[src/rtl/console_uart_pkg.sv]
// Shared constants and types for the console UART transmitter.
// STATUS bit 3 is populated only when CONSOLE_IRQ_EN is defined.
package console_uart_pkg;

  localparam logic [1:0] REG_DATA   = 2'd0;
  localparam logic [1:0] REG_STATUS = 2'd1;
  localparam logic [1:0] REG_DIV    = 2'd2;

  localparam int STAT_BUSY    = 0;
  localparam int STAT_EMPTY   = 1;
  localparam int STAT_FULL    = 2;
  localparam int STAT_IRQ     = 3;
  localparam int STAT_LVL_LSB = 8;

  typedef enum logic [1:0] {
    IDLE  = 2'd0,
    START = 2'd1,
    DATA  = 2'd2,
    STOP  = 2'd3
  } tx_state_e;

endpackage

[src/rtl/console_uart_fifo.sv]
// Byte FIFO with wrap-bit pointers; level = wr - rd over 2*DEPTH.
// Pushes when full and pops when empty are ignored.
module console_uart_fifo #(
  parameter int DEPTH = 16
) (
  input  logic                     clk,
  input  logic                     resetn,
  input  logic                     push_i,
  input  logic [7:0]               wdata_i,
  input  logic                     pop_i,
  output logic [7:0]               rdata_o,
  output logic                     full_o,
  output logic                     empty_o,
  output logic [$clog2(DEPTH):0]   level_o
);
  import console_uart_pkg::*;

  localparam int AW = $clog2(DEPTH);

  logic [7:0]  mem_q [DEPTH];
  logic [AW:0] wr_q;
  logic [AW:0] rd_q;
  logic        push_s;
  logic        pop_s;

  assign full_o  = (wr_q[AW] != rd_q[AW]) && (wr_q[AW-1:0] == rd_q[AW-1:0]);
  assign empty_o = (wr_q == rd_q);
  assign level_o = wr_q - rd_q;
  assign rdata_o = mem_q[rd_q[AW-1:0]];
  assign push_s  = push_i && !full_o;
  assign pop_s   = pop_i && !empty_o;

  // Pointer update
  always_ff @(posedge clk) begin
    if (!resetn) begin
      wr_q <= '0;
      rd_q <= '0;
    end else begin
      if (push_s) wr_q <= wr_q + (AW+1)'(1);
      if (pop_s)  rd_q <= rd_q + (AW+1)'(1);
    end
  end

  // Storage array, no reset needed
  always_ff @(posedge clk) begin
    if (push_s) mem_q[wr_q[AW-1:0]] <= wdata_i;
  end

endmodule

[src/rtl/console_uart_tx.sv]
// Memory-mapped 8N1 console transmitter on the picorv32 native bus.
// Define CONSOLE_IRQ_EN to add the irq_txe output and STATUS bit 3.
module console_uart_tx #(
  parameter logic [31:0]      ADDR_BASE  = 32'h1000_0000,
  parameter int               FIFO_DEPTH = 16,
  parameter int               DIV_W      = 16,
  parameter logic [DIV_W-1:0] DIV_RESET  = DIV_W'(16'd868)
) (
  input  logic        clk,
  input  logic        resetn,
  input  logic        mem_valid,
  input  logic [31:0] mem_addr,
  input  logic [31:0] mem_wdata,
  input  logic [3:0]  mem_wstrb,
  output logic        mem_ready,
  output logic [31:0] mem_rdata,
  output logic        uart_tx
`ifdef CONSOLE_IRQ_EN
  ,
  output logic        irq_txe
`endif
);
  import console_uart_pkg::*;

  localparam int LW = $clog2(FIFO_DEPTH) + 1;

  logic             mem_ready_q;
  logic [31:0]      mem_rdata_q;
  logic [DIV_W-1:0] div_q, div_d;

  tx_state_e        state_q;
  logic [7:0]       shreg_q;
  logic [DIV_W-1:0] period_q;
  logic [DIV_W-1:0] cnt_q;
  logic [2:0]       bit_q;
  logic             tx_q;
  logic             irq_s;

  logic             sel_s, is_wr_s, data_wr_s, ack_s, push_s, pop_s, cnt_end_s;
  logic [1:0]       off_s;
  logic [31:0]      status_s, rdata_s;
  logic [7:0]       fifo_rdata_s;
  logic             fifo_full_s, fifo_empty_s;
  logic [LW-1:0]    fifo_level_s;
  logic [8:0]       level9_s;
  logic             unused_s;

  console_uart_fifo #(.DEPTH(FIFO_DEPTH)) u_fifo (
    .clk     (clk),
    .resetn  (resetn),
    .push_i  (push_s),
    .wdata_i (mem_wdata[7:0]),
    .pop_i   (pop_s),
    .rdata_o (fifo_rdata_s),
    .full_o  (fifo_full_s),
    .empty_o (fifo_empty_s),
    .level_o (fifo_level_s)
  );

  assign level9_s  = 9'(fifo_level_s);
  assign pop_s     = (state_q == IDLE) && !fifo_empty_s;
  assign cnt_end_s = (cnt_q == period_q - DIV_W'(1));
  assign unused_s  = ^{mem_addr[1:0], mem_wdata, level9_s[8]};

  // Bus decode: a DATA push into a full FIFO is held off until a slot frees
  always_comb begin
    sel_s     = mem_valid && !mem_ready_q && (mem_addr[31:4] == ADDR_BASE[31:4]);
    off_s     = mem_addr[3:2];
    is_wr_s   = (mem_wstrb != 4'b0000);
    data_wr_s = sel_s && (off_s == REG_DATA) && mem_wstrb[0];
    ack_s     = sel_s && !(data_wr_s && fifo_full_s);
    push_s    = ack_s && data_wr_s;

    status_s = 32'h0000_0000;
    status_s[STAT_BUSY]  = (state_q != IDLE);
    status_s[STAT_EMPTY] = fifo_empty_s;
    status_s[STAT_FULL]  = fifo_full_s;
    status_s[STAT_IRQ]   = irq_s;
    status_s[STAT_LVL_LSB +: 8] = level9_s[7:0];

    case (off_s)
      REG_STATUS: rdata_s = status_s;
      REG_DIV:    rdata_s = 32'(div_q);
      default:    rdata_s = 32'h0000_0000;
    endcase

    div_d = div_q;
    if (ack_s && (off_s == REG_DIV)) begin
      for (int b = 0; b < DIV_W; b++) begin
        if (mem_wstrb[b/8]) div_d[b] = mem_wdata[b];
        else                div_d[b] = div_q[b];
      end
    end else begin
      div_d = div_q;
    end
  end

  // Bus response and divider register
  always_ff @(posedge clk) begin
    if (!resetn) begin
      mem_ready_q <= 1'b0;
      mem_rdata_q <= 32'h0000_0000;
      div_q       <= DIV_RESET;
    end else begin
      mem_ready_q <= ack_s;
      mem_rdata_q <= (ack_s && !is_wr_s) ? rdata_s : 32'h0000_0000;
      div_q       <= div_d;
    end
  end

  // Serializer; the line register trails the state by one cycle
  always_ff @(posedge clk) begin
    if (!resetn) begin
      state_q  <= IDLE;
      shreg_q  <= 8'h00;
      period_q <= DIV_W'(1);
      cnt_q    <= '0;
      bit_q    <= 3'd0;
      tx_q     <= 1'b1;
    end else begin
      case (state_q)
        START:   tx_q <= 1'b0;
        DATA:    tx_q <= shreg_q[0];
        default: tx_q <= 1'b1;
      endcase

      case (state_q)
        IDLE: begin
          if (!fifo_empty_s) begin
            shreg_q  <= fifo_rdata_s;
            period_q <= (div_q == '0) ? DIV_W'(1) : div_q;
            cnt_q    <= '0;
            bit_q    <= 3'd0;
            state_q  <= START;
          end else begin
            state_q  <= IDLE;
          end
        end
        START: begin
          if (cnt_end_s) begin
            cnt_q   <= '0;
            state_q <= DATA;
          end else begin
            cnt_q   <= cnt_q + DIV_W'(1);
          end
        end
        DATA: begin
          if (cnt_end_s) begin
            cnt_q   <= '0;
            shreg_q <= {1'b0, shreg_q[7:1]};
            if (bit_q == 3'd7) state_q <= STOP;
            else               bit_q   <= bit_q + 3'd1;
          end else begin
            cnt_q   <= cnt_q + DIV_W'(1);
          end
        end
        STOP: begin
          if (cnt_end_s) begin
            cnt_q   <= '0;
            state_q <= IDLE;
          end else begin
            cnt_q   <= cnt_q + DIV_W'(1);
          end
        end
        default: state_q <= IDLE;
      endcase
    end
  end

`ifdef CONSOLE_IRQ_EN
  logic irq_q;

  // Transmitter-empty level
  always_ff @(posedge clk) begin
    if (!resetn) irq_q <= 1'b0;
    else         irq_q <= fifo_empty_s && (state_q == IDLE);
  end

  assign irq_s   = irq_q;
  assign irq_txe = irq_q;
`else
  assign irq_s = 1'b0;
`endif

  assign mem_ready = mem_ready_q;
  assign mem_rdata = mem_rdata_q;
  assign uart_tx   = tx_q;

endmodule
[config.mk]
export PLATFORM = sky130hd
export DESIGN_NAME = console_uart_tx
export DESIGN_NICKNAME = d
export VERILOG_FILES = /design/src/rtl/console_uart_pkg.sv /design/src/rtl/console_uart_fifo.sv /design/src/rtl/console_uart_tx.sv
export SDC_FILE = /design/constraint.sdc
export NUM_CORES = 1
export LEC_CHECK = 0
export ABC_AREA = 1
export ABC_CLOCK_PERIOD_IN_PS = 3400
export BUFFER_PORTS_ARGS = -buffer_cell sky130_fd_sc_hd__buf_2
export CELL_PAD_IN_SITES_DETAIL_PLACEMENT = 0
export CELL_PAD_IN_SITES_GLOBAL_PLACEMENT = 2
export CORE_MARGIN = 2
export CORE_UTILIZATION = 40
export DETAILED_ROUTE_END_ITERATION = 10
export PLACE_DENSITY_LB_ADDON = 0.1
export SLEW_MARGIN = 40
export SYNTH_ARGS = -nofsm -noshare
export SYNTH_HDL_FRONTEND = slang
export SYNTH_SLANG_ARGS = --single-unit
[constraint.sdc]
create_clock -name clk -period 3.4 [get_ports clk]
set_input_delay 0.34 -clock clk [delete_from_list [all_inputs] [get_ports clk]]
set_output_delay 0.34 -clock clk [all_outputs]
set_load 0.01 [all_outputs]
==> results of run 1 <==
[cell families after synthesis]
group,count (synthesis)
flops,221
fa+ha+maj,22
simple gates,461
buf+inv,151
other cells,1
compound gates,220
xor+xnor,18
[stage by stage]
step / cells / instance area (um2) / total power [mW]
floorplan: 1109 / 10100 / 5.25
global placement: 1476 / 10800 / 6.05
detailed placement: 1476 / 10800 / 6.05
CTS: 1523 / 11700 / 8.89
global route: 1523 / 11700 / 9.38
finish: 1523 / 11700 / 8.78
[metal layers]
metal / part of all wire [%] / vias up / track usage, % / routed length, um
li1: - / 3889 / - / -
met1: 48 / 3523 / 28.2 / 12600
met2: 48 / 108 / 34.5 / 12700
met3: 3.2 / 24 / 2.67 / 848
met4: 1.3 / 0 / 3.58 / 331
met5: 0 / - / 0 / 0
[area by class of cell]
cell class | count | area [um2]
Clock buffer | 28 | 657
Clock inverter | 17 | 200
Fill cell | 2465 | 13300
Inverter | 92 | 345
Multi-Input combinational cell | 737 | 3760
Sequential cell | 221 | 5710
Tap cell | 330 | 413
Timing Repair Buffer | 98 | 578
[what timing repair did]
| item | CTS | global route |
|---|---|---|
| endpoints found under the setup margin | 0 | 0 |
| hold buffers | 2 | 0 |
| endpoints found under the hold margin | 2 | 0 |
| buffers inserted | 0 | 0 |
[flip-flops by register name, summed over array words and instances (netlist names), named ones only]
signal and cells:
bit_q 3, cnt_q 16, div_q 16, mem_rdata 16, mem_ready 1, period_q 16, shreg_q 8, state_q 2
u_fifo.mem_q 128, u_fifo.rd_q 5, u_fifo.wr_q 5, uart_tx 1
[report_power, final]
| part | leakage [nW] | total, mW | internal (mW) | switching, mW |
|---|---|---|---|---|
| logic | 2.23 | 2.81 | 0.895 | 1.92 |
| clock network | 0.412 | 2.81 | 1.69 | 1.12 |
| registers | 1.91 | 3.15 | 2.99 | 0.168 |
| total | 4.55 | 8.78 | 5.57 | 3.21 |
[critical path, stage by stage, from the launching register on]
cell,delay [ns]
dfxtp_1,0.35
inv_1,0.10
ha_1,0.35
nand2_1,0.11
nor3_2,0.06
a21oi_1,0.12
nand2_1,0.14
inv_1,0.16
nand2_1,0.20
nor2_1,0.33
buf_4,0.23
[worst max-delay path by stage]
stage,end,cells past startpoint,slack [ns],start
detailed placement,u_fifo.mem_q[15][6],8,0.88,mem_addr[15]
global placement,u_fifo.mem_q[0][0],9,0.90,mem_addr[7]
global route,shreg_q[0],15,0.69,u_fifo.wr_q[0]
CTS,u_fifo.rd_q[4],11,0.92,u_fifo.rd_q[2]
finish,u_fifo.mem_q[2][0],10,0.97,u_fifo.rd_q[2]
floorplan,u_fifo.mem_q[11][0],9,1.34,u_fifo.rd_q[2]
[cells in the mapped netlist, types with 2 or more instances]
cell type	n	share of area (%)
o211ai_1	10	0.75
a211oi_1	3	0.22
nor2_4	3	0.34
o21a_1	3	0.22
ha_1	21	2.6
nand3b_1	5	0.37
buf_2	3	0.15
o21ai_0	101	5.0
o22ai_1	14	0.87
nand2_2	5	0.31
buf_6	2	0.22
nand4_1	14	0.87
o221ai_1	22	1.9
a22oi_1	2	0.15
clkinv_1	2	0.075
nand2_1	164	6.1
xnor2_1	8	0.70
and2_1	2	0.12
o21ai_1	6	0.30
or2_2	4	0.25
nand3_1	50	2.5
clkbuf_1	38	1.4
nor4_1	6	0.37
nor2_1	178	6.6
edfxtp_1	128	38
nor3b_1	6	0.45
xor2_1	10	0.87
nor2_2	2	0.12
nor3_1	16	0.80
dfxtp_1	93	19
a21oi_1	57	2.8
buf_4	16	1.2
inv_2	10	0.37
inv_1	80	3.0
==> run metrics, run 1 <==
status complete, no violations; Hold Path Stages 3; routed len/inst 17.4 um; Port-buffer cells 70; Final Setup Violations 0; Syn Inst Count 1094; largest net degree at the start of global routing 65; min Tclk post-route 2.43 ns; total track usage 20.3%; hold_sp mem_wdata[15]; H-tree depth 1; reg2reg start u_fifo.rd_q[2]; sequential fraction of the synthesis area 56.7%; vias per cell 4.95; Clk pin slew, worst setup/hold paths 0.06 ns; RSZ-0062 raised after global routing false; DP Worst Slack 0.885 ns; Rel. slew slack 42.5%; share of cells above drive strength 1 13.8%; Final Core Density 46.7%; power per cell area 753 mW/mm2; detailed-route via count 7544; Least-Margin Pin Slew 0.861 ns; Die ar. 0.0264 mm2; CTS max path bufs 3; post-route setup slack 0.968 ns; ys async rst share 0%; TritonCTS Buffers 25; DR pass1 iterations 4; Final nets 1268; Post-Route WL 26.4 mm; final hold violations 0; Post-Syn Area 0.0101 mm2; Post-DP HPWL 17.6 mm; FF-to-FF End u_fifo.mem_q[2][0]; xor and xnor area share after synthesis 1.57%; worst-path fanout max 5; Worst Path Required 3.65 ns; IO Pins 105; Compound-Gate Fraction of Synth Area 12.5%; CP arrival 2.68 ns; Yosys Warn Count 0; flops & latches, synth 221; Mapped Avg Cell Area 9.19 um2; P&R area growth vs syn 16.0%; Hold WC Path Type input port to register; Final GP Congestion 0.775; Synth Area in Simple Gates 20.0%; die width 163 um; Worst Hold Endpoint div_q[15]; final period utilization 71.5%; commonest non-fill, non-tap cell in the layout nor2_1; initial antenna violation count 0; Min Hold Slack 0.0241 ns; # DRC 0; Clk Latency, worst-skew pair 0.54 ns; Reg2Reg Setup Slack 0.97 ns; Post-Synth Adder-Cell Area 2.81%; post-synth cell types 44; mux cell area share after synthesis 0%; Resized cells post-CTS 0; Setup CP Type register to register; main combinational cell family by area after synthesis simple AND/OR/NAND/NOR gates; worst reg2reg path depth 10; vias in the first global route 7321; Chip Height 163 um; diode count 0; Main synth FF type edfxtp_1; Std-Cell Rows 58; clock net sink count 221; total gr overflow 0; number of synthesized flops with an enable pin 128; Root Buffer clkbuf_16; Pleak 4.55 nW; highest-count cells in the layout ignoring fill and taps nor2_1 (178), nand2_1 (164), edfxtp_1 (128); initial DRC count 473; post-route setup TNS 0 ns; Startpoint Class register; global-route wire length before repair 41.7 mm; VDD IR max 0.463 mV; CTS tree yes; Final Skew 0.0131 ns; starting density of the core 40.3%; CP Capture Type register; post-route ant nets 0; Max Fclk 411 MHz; max-cap violation count 0; fin. max-slew vios 0; floorplan core area 0.0250 mm2
No activity file was read; power rests on OpenSTA's default activity.
==> run 2, diff against run 1 <==
Settings changed: ABC_CLOCK_PERIOD_IN_PS 3400 to 2000, CORE_UTILIZATION 40 to 33.
Clock period 3.4 ns to 2 ns, I/O delays scaled along.
==> run metrics, run 2 (synthesis gave the netlist of run 1 again) <==
largest net degree at the start of global routing 65; H-tree depth 1; Hold WC Path Type input port to register; # DRC 0; max-cap violation count 0; Std-Cell Rows 63; Final Skew 0.0144 ns; post-route ant nets 0; post-route setup slack -0.0432 ns; DR pass1 iterations 5; Final GP Congestion 0.770; Crit-path slowest cell dfxtp_1; starting density of the core 33.8%; VDD IR max 0.596 mV; Setup CP Type register to register; fin. max-slew vios 0; Port-buffer cells 70; DP Cell Count 1615; diode count 0; CTS tree yes; Pleak 5.09 nW; power per cell area 1280 mW/mm2; Max Fclk 489 MHz; Rel. slew slack 62.6%; share of cells above drive strength 1 25.8%; final period utilization 102%; Cell Count, Final, Fillers Out 1673; RSZ-0062 raised after global routing true; global-route wire length before repair 44.6 mm; highest-count cells in the layout ignoring fill and taps nor2_1 (155), nand2_1 (148), edfxtp_1 (128); P&R area growth vs syn 30.0%; Post-Route WL 28.3 mm; total track usage 18.2%; final hold violations 0; crit-path max cell delay 0.36 ns; routed len/inst 16.9 um; overall power 16.7 mW; die width 179 um; Worst Path Required 2.44 ns; floorplan core area 0.0298 mm2; commonest non-fill, non-tap cell in the layout nor2_1; vias per cell 4.71; Worst Path Buf+Inv 1; Die ar. 0.0319 mm2; IO Pins 105; worst-path fanout max 4; initial DRC count 458; CP arrival 2.48 ns; CP Capture Type register; clock net sink count 221; violated checks setup timing; Root Buffer clkbuf_16; CTS max path bufs 3; Top delay family on crit path simple AND/OR/NAND/NOR gates; Final Setup Violations 8; max reg flops 128; Post-DP HPWL 19.4 mm; Clk Latency, worst-skew pair 0.55 ns; total gr overflow 0; Clk pin slew, worst setup/hold paths 0.06 ns; Chip Height 179 um; min Tclk post-route 2.04 ns; Least-Margin Pin Slew 0.561 ns; initial antenna violation count 0; vias in the first global route 7740; TritonCTS Buffers 27; Min Hold Slack 0.0761 ns; status finished with violations; Startpoint Class register; detailed-route via count 7883; crit path cell chain nor2_1 -> nand2_1 -> nor2_1 -> nand3b_1 -> nand2_1 -> nand2_1 -> nor2_1 -> nand4_1 -> nand2_2 -> buf_6 -> o22ai_1 -> and2_1; Final nets 1355
[run 2: cell types whose count changed in the layout (fill, tap and decap cells not counted), sizes merged]
cell,delta
dlygate4sd3,+6
buf,+78
clkinv,-4
bufinv,-2
clkinvlp,-2
clkbuf,+14
[run 2: timing repair]
action	in CTS	in global routing
hold endpoints to repair	8	0
pin swaps	25	13
endpoints found under the setup margin	178	212
gates cloned	0	1
hold buffers	8	0
gates resized for setup	57	66
setup buffers	2	6
[run 2: final timing paths]
check                    from    endpoint  slack (ns)  cells past startpoint
setup / recovery  period_q[7]    cnt_q[5]       -0.04                     12
hold / removal         resetn   mem_ready        0.08                      3
setup reg to reg  period_q[7]    cnt_q[5]       -0.04                     12
hold reg to reg    shreg_q[7]  shreg_q[7]        0.47                      2
[run 2: worst min-delay path, cell delays in order]
cell and delay [ns]:
buf_2 0.11, clkinv_1 0.16, nor2_1 0.10
[run 2: per-stage QoR]
stage | util [%] | setup slack [ns] | TNS [ns] | instance area [um2]
floorplan | - | -0.0643 | -1.03 | 10200
global placement | 39.0 | -0.130 | -12.72 | 11600
detailed placement | 39.0 | -0.161 | -13.34 | 11600
CTS | 43.3 | -0.0450 | -0.137 | 12900
global route | 43.9 | -0.204 | -9.25 | 13100
finish | 43.9 | -0.0432 | -0.0676 | 13100
[run 2: final cells by class]
| cell class | count | area (um2) |
|---|---|---|
| Fill cell | 2930 | 16700 |
| Sequential cell | 221 | 5720 |
| Multi-Input combinational cell | 737 | 4160 |
| Timing Repair Buffer | 182 | 1370 |
| Clock buffer | 42 | 856 |
| Tap cell | 390 | 488 |
| Inverter | 92 | 368 |
| Clock inverter | 8 | 110 |
| Timing Repair inverter | 1 | 6.26 |
[run 2: layer usage]
layer / wire, um / track usage [%] / vias up
met5: 0 / 0 / -
met4: 497 / 4.03 / 0
met3: 1010 / 2.41 / 29
met2: 13000 / 29.5 / 136
met1: 13800 / 25.9 / 3653
li1: - / - / 4065
[run 2: power by group]
group	switching (mW)	internal, mW	total (mW)
Combinational	3.79	2.40	6.19
Clock	1.93	3.21	5.14
Sequential	0.277	5.09	5.36
Total	5.99	10.7	16.7
